**src/rtl/io_word_packer.sv**
```systemverilog
// Packs a serial receiver's byte stream into 32-bit words for the io_hub command parser.
// Framing errors and inter-byte timeouts discard the partial word so the parser never misaligns.
module io_word_packer #(
    parameter int BIG_ENDIAN     = 0,
    parameter int TIMEOUT_CYCLES = 100000,
    parameter int CNT_W          = 16
) (
    input  logic             clk,
    input  logic             rst,
    input  logic             rx_valid,
    input  logic [7:0]       rx_byte,
    input  logic             rx_err,
    output logic             dready,
    output logic [31:0]      dout,
    output logic             busy,
    output logic [CNT_W-1:0] word_cnt,
    output logic [7:0]       drop_cnt
);

    typedef enum logic {IDLE, COLLECT} state_t;

    localparam logic [23:0] TO_LAST = 24'(TIMEOUT_CYCLES - 1);

    state_t           state_q;
    logic [1:0]       idx_q;
    logic [31:0]      shift_q;
    logic [31:0]      shift_d;
    logic [23:0]      tmo_q;
    logic             dready_q;
    logic [31:0]      dout_q;
    logic [CNT_W-1:0] word_cnt_q;
    logic [7:0]       drop_cnt_q;
    logic [1:0]       lane;
    logic             accept;

    assign accept = rx_valid && !rx_err;

    // Big-endian mode mirrors the lane order so the first byte lands in the top lane.
    assign lane = (BIG_ENDIAN != 0) ? ~idx_q : idx_q;

    always_comb begin
        shift_d = shift_q;
        case (lane)
            2'd0:    shift_d[7:0]   = rx_byte;
            2'd1:    shift_d[15:8]  = rx_byte;
            2'd2:    shift_d[23:16] = rx_byte;
            default: shift_d[31:24] = rx_byte;
        endcase
    end

    always_ff @(posedge clk) begin
        if (rst) begin
            state_q    <= IDLE;
            idx_q      <= 2'd0;
            shift_q    <= 32'd0;
            tmo_q      <= 24'd0;
            dready_q   <= 1'b0;
            dout_q     <= 32'd0;
            word_cnt_q <= '0;
            drop_cnt_q <= 8'd0;
        end else begin
            dready_q <= 1'b0;
            if (accept) begin
                shift_q <= shift_d;
                tmo_q   <= 24'd0;
                if (idx_q == 2'd3) begin
                    dout_q     <= shift_d;
                    dready_q   <= 1'b1;
                    word_cnt_q <= word_cnt_q + CNT_W'(1);
                    idx_q      <= 2'd0;
                    state_q    <= IDLE;
                end else begin
                    idx_q   <= idx_q + 2'd1;
                    state_q <= COLLECT;
                end
            end else if (rx_valid) begin
                // An errored byte in IDLE has nothing to drop and leaves drop_cnt alone.
                if (state_q == COLLECT && drop_cnt_q != 8'hFF) begin
                    drop_cnt_q <= drop_cnt_q + 8'd1;
                end
                idx_q   <= 2'd0;
                tmo_q   <= 24'd0;
                state_q <= IDLE;
            end else if (state_q == COLLECT) begin
                if (tmo_q == TO_LAST) begin
                    if (drop_cnt_q != 8'hFF) begin
                        drop_cnt_q <= drop_cnt_q + 8'd1;
                    end
                    idx_q   <= 2'd0;
                    tmo_q   <= 24'd0;
                    state_q <= IDLE;
                end else begin
                    tmo_q <= tmo_q + 24'd1;
                end
            end
        end
    end

    assign dready   = dready_q;
    assign dout     = dout_q;
    assign busy     = (state_q == COLLECT);
    assign word_cnt = word_cnt_q;
    assign drop_cnt = drop_cnt_q;

endmodule

```
**config.mk**
```make
export PLATFORM = sky130hd
export DESIGN_NAME = io_word_packer
export DESIGN_NICKNAME = d
export VERILOG_FILES = /design/src/rtl/io_word_packer.sv
export SDC_FILE = /design/constraint.sdc
export NUM_CORES = 1
export LEC_CHECK = 0
export CORE_AREA = 8 8 133 135
export CTS_CLUSTER_SIZE = 14
export DETAILED_ROUTE_END_ITERATION = 7
export DIE_AREA = 0 0 141 143
export HOLD_SLACK_MARGIN = 0.05
export PLACE_DENSITY_LB_ADDON = 0.12
export SYNTH_ARGS = -nofsm -noshare
export SYNTH_HDL_FRONTEND = slang
export SYNTH_SLANG_ARGS = --single-unit
```
**constraint.sdc**
```tcl
create_clock -name clk -period 3.8 [get_ports clk]
set_clock_uncertainty 0.05 [all_clocks]
set_input_delay 0.76 -clock clk [delete_from_list [all_inputs] [get_ports clk]]
set_output_delay 0.76 -clock clk [all_outputs]
set_load 0.05 [all_outputs]
```
==> run metrics, run 1 <==
first-pass GRT wire length 19,200 µm; drt pass-1 iters 4; Remaining DRCs 0; Final Setup Violations 0; post-CTS setup buffer count 0; DIE WIDTH 141 µm; port bufs 69; total gr overflow 0; final hold slack 0.406 ns; CTS max path bufs 2; top sig layer met4; GPL Wtd Cong 0.745; 1st-iter DRT viols 225; period utilization 0.687; starting density of the core 0.296; Clk pin slew, worst setup/hold paths 0.07 ns; Detail Route Antenna Nets 0; CTS Sinks 108; Max Slew Vio Count 0; Non-Filler Instances 802; Buf/Inv on CP 1; Yosys top cell area share 0.469; number of I/O pins 70; family with the most delay on the worst path buffers and inverters; Critical Path Sink Type output port; number of max-cap violations 0; maximum VDD drop 0.000249 V; Total Wirelength 11,600 µm; dpl cells 786; RSZ-0062 raised after global routing false; Core ar. 0.0156 mm²; Max Freq 0.383 GHz; cts repair resizes 0; PwrDens 394 mW/mm²; status complete, no violations; asr flop ratio synth 0; synthesized area 0.00461 mm²; critical setup path kind reg2out; Synth area leader dfxtp_1; Met3 Wirelength 641 µm; Num CTS Buffers 9; die height 143 µm; Critical Path AT 1.80 ns; share of cells above drive strength 1 0.0580; initial antenna violation count 0; root buf cell clkbuf_16; Final Hold Fails 0; CP max stage delay 0.89 ns; Yosys warning count 0; CTS tree yes; largest net degree at the start of global routing 59; # rows 46; Slew HR 0.344; Layout Nets 600; post-synth cell types 40; Clock Latency Late Sink 0.35 ns; Synth area leaders dfxtp_1 (47%), nor2_1 (6.1%), mux2i_1 (5.4%), nand2_1 (5.0%), a21oi_1 (4.2%); H-tree depth 3; met1 wire length 5490 µm; met2 WL 5330 µm; proportion of synthesized chip area in sequential cells 0.469; worst-path fanout max 11; Static Leakage 1.89 nW; antenna diode count 0; Post-CTS Hold Fix Bufs 0; syn nets 548; wire length per cell 14.4 µm; Die ar. 0.0202 mm²; Final min period 2.61 ns; Post-Syn Instances 529; crit path cell chain clkdlybuf4s50_1; HPWL Detailed 7990 µm; Vias 3,815; area grow syn2layout 26.2%; gr usage total 0.118; critical path required time 2.99 ns; slowest CP cell clkdlybuf4s50_1; Post-synth EDFFs 0; worst slew pin tran 0.975 ns; vias in the first global route 3,686; setup TNS 0 ns; Worst Setup Start Kind flop; syn_area_per_cell 8.71 µm²; register bit total from synthesis 108; ys flop type dfxtp_1; worst min path class reg2reg; Via density 4.76
-- power by group --
part	internal (mW)	total, mW	switching [mW]
Combinational	0.0379	0.112	0.0740
Clock	0.596	1.03	0.435
Sequential	1.14	1.15	0.00657
-- cells in the final DEF, fill, tap and decap left out, drive strengths merged, types with 5 or more instances in the layout --
cell / count
nor4: 8
xor2: 19
o21ai: 5
ha: 7
buf: 6
inv: 7
dfxtp: 108
xnor2: 17
nand4: 12
nand3: 37
nor2b: 6
or4: 6
clkdlybuf4s50: 68
nand2: 62
nor3: 8
and3: 5
mux2i: 25
a211oi: 24
a21oi: 39
nor2: 75
clkbuf: 10
-- per-stage QoR --
step                power (mW)   util  setup WS, ns  instance area, µm²
floorplan                 1.24      -          1.46                4610
global placement          1.28  0.352          1.01                5490
detailed placement        1.29  0.352         0.922                5490
CTS                       2.33  0.373          1.17                5820
global route              2.38  0.373          1.11                5820
finish                    2.29  0.373          1.19                5820
-- registers in the layout, summed over array words and instances (netlist names) --
register and cells:
word_cnt 16, dready 1, busy 1, shift_q 24, tmo_q 24, dout 32
idx_q 2, drop_cnt 8
-- path summary, 6_finish.rpt --
check | slack [ns] | cells past startpoint | endpoint | startpoint
hold reg to reg | 0.41 | 2 | shift_q[8] | shift_q[8]
hold / removal | 0.41 | 2 | shift_q[8] | shift_q[8]
setup / recovery | 1.19 | 1 | busy | busy
setup reg to reg | 1.38 | 5 | tmo_q[23] | busy
-- cell families (layout without fill, tap and decap cells) --
logic type      after synthesis  in the layout  synth area share
compound gates               74             74            0.0999
xor+xnor                     36             36            0.0684
fa+ha+maj                     7              7            0.0190
buf+inv                      39             96            0.0328
flops                       108            108             0.469
mux                          29             29            0.0641
simple gates                236            236             0.247
-- area by class of cell --
cell class                      instances  area [µm²]
Fill cell                            1611        9780
Multi-Input combinational cell        382        2300
Sequential cell                       108        2160
Timing Repair Buffer                   74         736
Tap cell                              216         270
Clock buffer                           10         239
Clock inverter                          6        86.3
Inverter                                6        22.5
-- metal layers --
layer / GRT usage / vias up
li1: - / 1940
met4: 0.0271 / 0
met2: 0.192 / 76
met5: 0 / -
met3: 0.0434 / 8
met1: 0.145 / 1791
-- cells in the mapped netlist (2+ instances only) --
cell type	number
a211oi_1	24
a21oi_1	39
and2_1	2
and3_1	5
and4_1	2
buf_1	4
buf_2	4
clkbuf_1	25
dfxtp_1	108
ha_1	7
inv_1	6
mux2_2	4
mux2i_1	25
nand2_1	62
nand2b_1	2
nand3_1	37
nand3b_1	3
nand4_1	12
nand4b_1	2
nor2_1	75
nor2b_1	6
nor3_1	8
nor4_1	6
o21ai_0	4
o31ai_1	3
or3_1	2
or4_1	4
or4_4	2
xnor2_1	17
xor2_1	19
(Power assumes the default switching activity.)
==> inputs of run 2 (changes only) <==
- clock period: 3.8 -> 2.3 ns (I/O delays scaled with it)
==> run 2 against run 1 <==
Routed wire length rose by 2.6%. Largest cell class unchanged. Count of clock-buffer cells in the layout rose by 2. Via count grew 0.97%. Sequential cell count unchanged. Utilization increased by 1.5 points.
==> run metrics, run 2 (same netlist as run 1, synthesis figures left out) <==
Filler Cell Count 1,596 (was 1,611); Largest register FFs 32 (unchanged); die height 143 µm (unchanged); family with the most delay on the worst path simple AND/OR/NAND/NOR gates (was buffers and inverters); RSZ-0062 raised after global routing true (was false); Final min period 2.28 ns; # rows 46 (unchanged); CP max stage delay 0.54 ns (was 0.89 ns); 1st-iter DRT viols 141 (was 225); root buf cell clkbuf_16 (unchanged); Clk pin slew, worst setup/hold paths 0.06 ns (was 0.07 ns); Remaining DRCs 0 (unchanged); Overall Power 3.55 mW (was 2.29 mW); HPWL Detailed 8250 µm (was 7990 µm); Detail Route Antenna Nets 0 (unchanged); number of max-cap violations 0 (unchanged); PwrDens 588 mW/mm² (was 394 mW/mm²); most common library cell in the layout ignoring fill and taps dfxtp_1 (unchanged); area grow syn2layout 31.2% (was 26.2%); Critical Path AT 2.50 ns (was 1.80 ns); Num CTS Buffers 9 (unchanged); first-pass GRT wire length 19,500 µm (was 19,200 µm); Worst Setup Start Kind flop (unchanged); vias in the first global route 3,823 (was 3,686); antenna diode count 0 (unchanged); slowest CP cell or4_4 (was clkdlybuf4s50_1); crit path cell chain or4_4, nor4_4, a22oi_4, buf_6, or4_1, a21oi_1 (was clkdlybuf4s50_1); Max Freq 0.439 GHz; total gr overflow 0 (unchanged); gr usage total 0.121 (was 0.118); initial antenna violation count 0 (unchanged); setup TNS 0 ns (unchanged); cells on worst reg2reg path 6 (was 5); Min-Delay Path Depth 2 (unchanged); worst-path fanout max 6 (was 11); CTS max path bufs 2 (unchanged); commonest non-fill, non-tap cells in the layout dfxtp_1 (106), nor2_1 (75), clkdlybuf4s50_1 (68) (was dfxtp_1 (108), nor2_1 (75), clkdlybuf4s50_1 (68)); starting density of the core 0.296 (unchanged); GPL Wtd Cong 0.749 (was 0.745); wire length per cell 14.3 µm (was 14.4 µm); maximum VDD drop 0.000367 V (was 0.000249 V); worst slew pin tran 0.727 ns (was 0.975 ns); H-tree depth 3 (unchanged); Buf/Inv on CP 1 (unchanged); Core ar. 0.0156 mm² (unchanged); largest net degree at the start of global routing 52 (was 59); Final Setup Violations 0 (unchanged); Slew HR 0.512 (was 0.344); share of cells above drive strength 1 0.104 (was 0.0580); status complete, no violations (unchanged); Via density 4.65 (was 4.76); DIE WIDTH 141 µm (unchanged); critical path required time 2.53 ns (was 2.99 ns); number of I/O pins 70 (unchanged); Vias 3,852 (was 3,815); CTS Sinks 108 (unchanged); Max Slew Vio Count 0 (unchanged); Total Wirelength 11,900 µm (was 11,600 µm); Clock Latency Late Sink 0.35 ns (about the same); Static Leakage 2.03 nW (was 1.89 nW); port bufs 69 (unchanged); critical setup path kind reg2reg (was reg2out); drt pass-1 iters 4 (unchanged); WP depth 6 (was 1); CTS tree yes (unchanged); Critical Path Sink Type flop (was output port); Layout Nets 627 (was 600); period utilization 0.990; worst min path class in2reg (was reg2reg); Final Hold Fails 0 (unchanged); Die ar. 0.0202 mm² (unchanged)
==> run 2: timing repair <==
action / CTS / global route
setup endpoints to repair: 0 / 3
buffers inserted: 0 / 7
hold endpoints to repair: 0 / 0
hold buffers: 0 / 0
gates resized for setup: 0 / 8
==> run 2: worst paths after layout <==
check        startpoint  slack (ns)     endpoint
min                 rst        0.40  drop_cnt[2]
max reg2reg   tmo_q[20]        0.02  drop_cnt[6]
max           tmo_q[20]        0.02  drop_cnt[6]
min reg2reg  shift_q[0]        0.40   shift_q[0]
==> run 2: per-stage QoR <==
| step | cell area (µm²) | util | worst slack (ns) | hold WS, ns | cells |
|---|---|---|---|---|---|
| 2_1_floorplan | 4610 | - | 0.132 | 0.386 | 529 |
| 3_3_place_gp | 5690 | 0.365 | 0.00937 | 0.392 | 806 |
| 3_5_place_dp | 5690 | 0.365 | -0.0141 | 0.396 | 806 |
| 4_1_cts | 5960 | 0.382 | 0.0353 | 0.381 | 822 |
| 5_1_grt | 6050 | 0.388 | -0.0608 | 0.396 | 829 |
| 6_report | 6050 | 0.388 | 0.0222 | 0.398 | 829 |
==> run 2: routing by layer <==
metal,part of all wire,vias up,GRT usage
met5,0,-,0
met4,0.0073,0,0.0288
met3,0.053,7,0.0437
met2,0.47,65,0.200
met1,0.47,1796,0.146
li1,-,1984,-
==> run 2: where the power goes <==
part | internal (mW) | switching (mW) | leakage [nW]
Sequential | 1.88 | 0.00820 | 0.872
Combinational | 0.0823 | 0.132 | 1.03
Clock | 0.762 | 0.685 | 0.129
==> run 2: cell type report <==
type                       count  area (µm²)  area share
sequential                   108        2160       0.358
inverter                       6        22.5     0.00373
timing repair buffer         101         992       0.164
multi-input combinational    382        2320       0.385
tap                          216         270      0.0447
clock buffer                  12         246      0.0408
clock inverter                 4        25.0     0.00414
==> run 2: worst reg2reg max path, stage by stage (launching register included) <==
cell and delay (ns):
dfxtp_2 0.33, or4_4 0.54, nor4_4 0.40, a22oi_4 0.15
buf_6 0.16, or4_1 0.46, a21oi_1 0.13
==> inputs of run 3 (changes only) <==
- CTS_CLUSTER_DIAMETER: default -> 50
- GPL_ROUTABILITY_DRIVEN: default -> 1
==> results of run 3 <==
Final layout, timing and power as in run 2 (identical DEF).
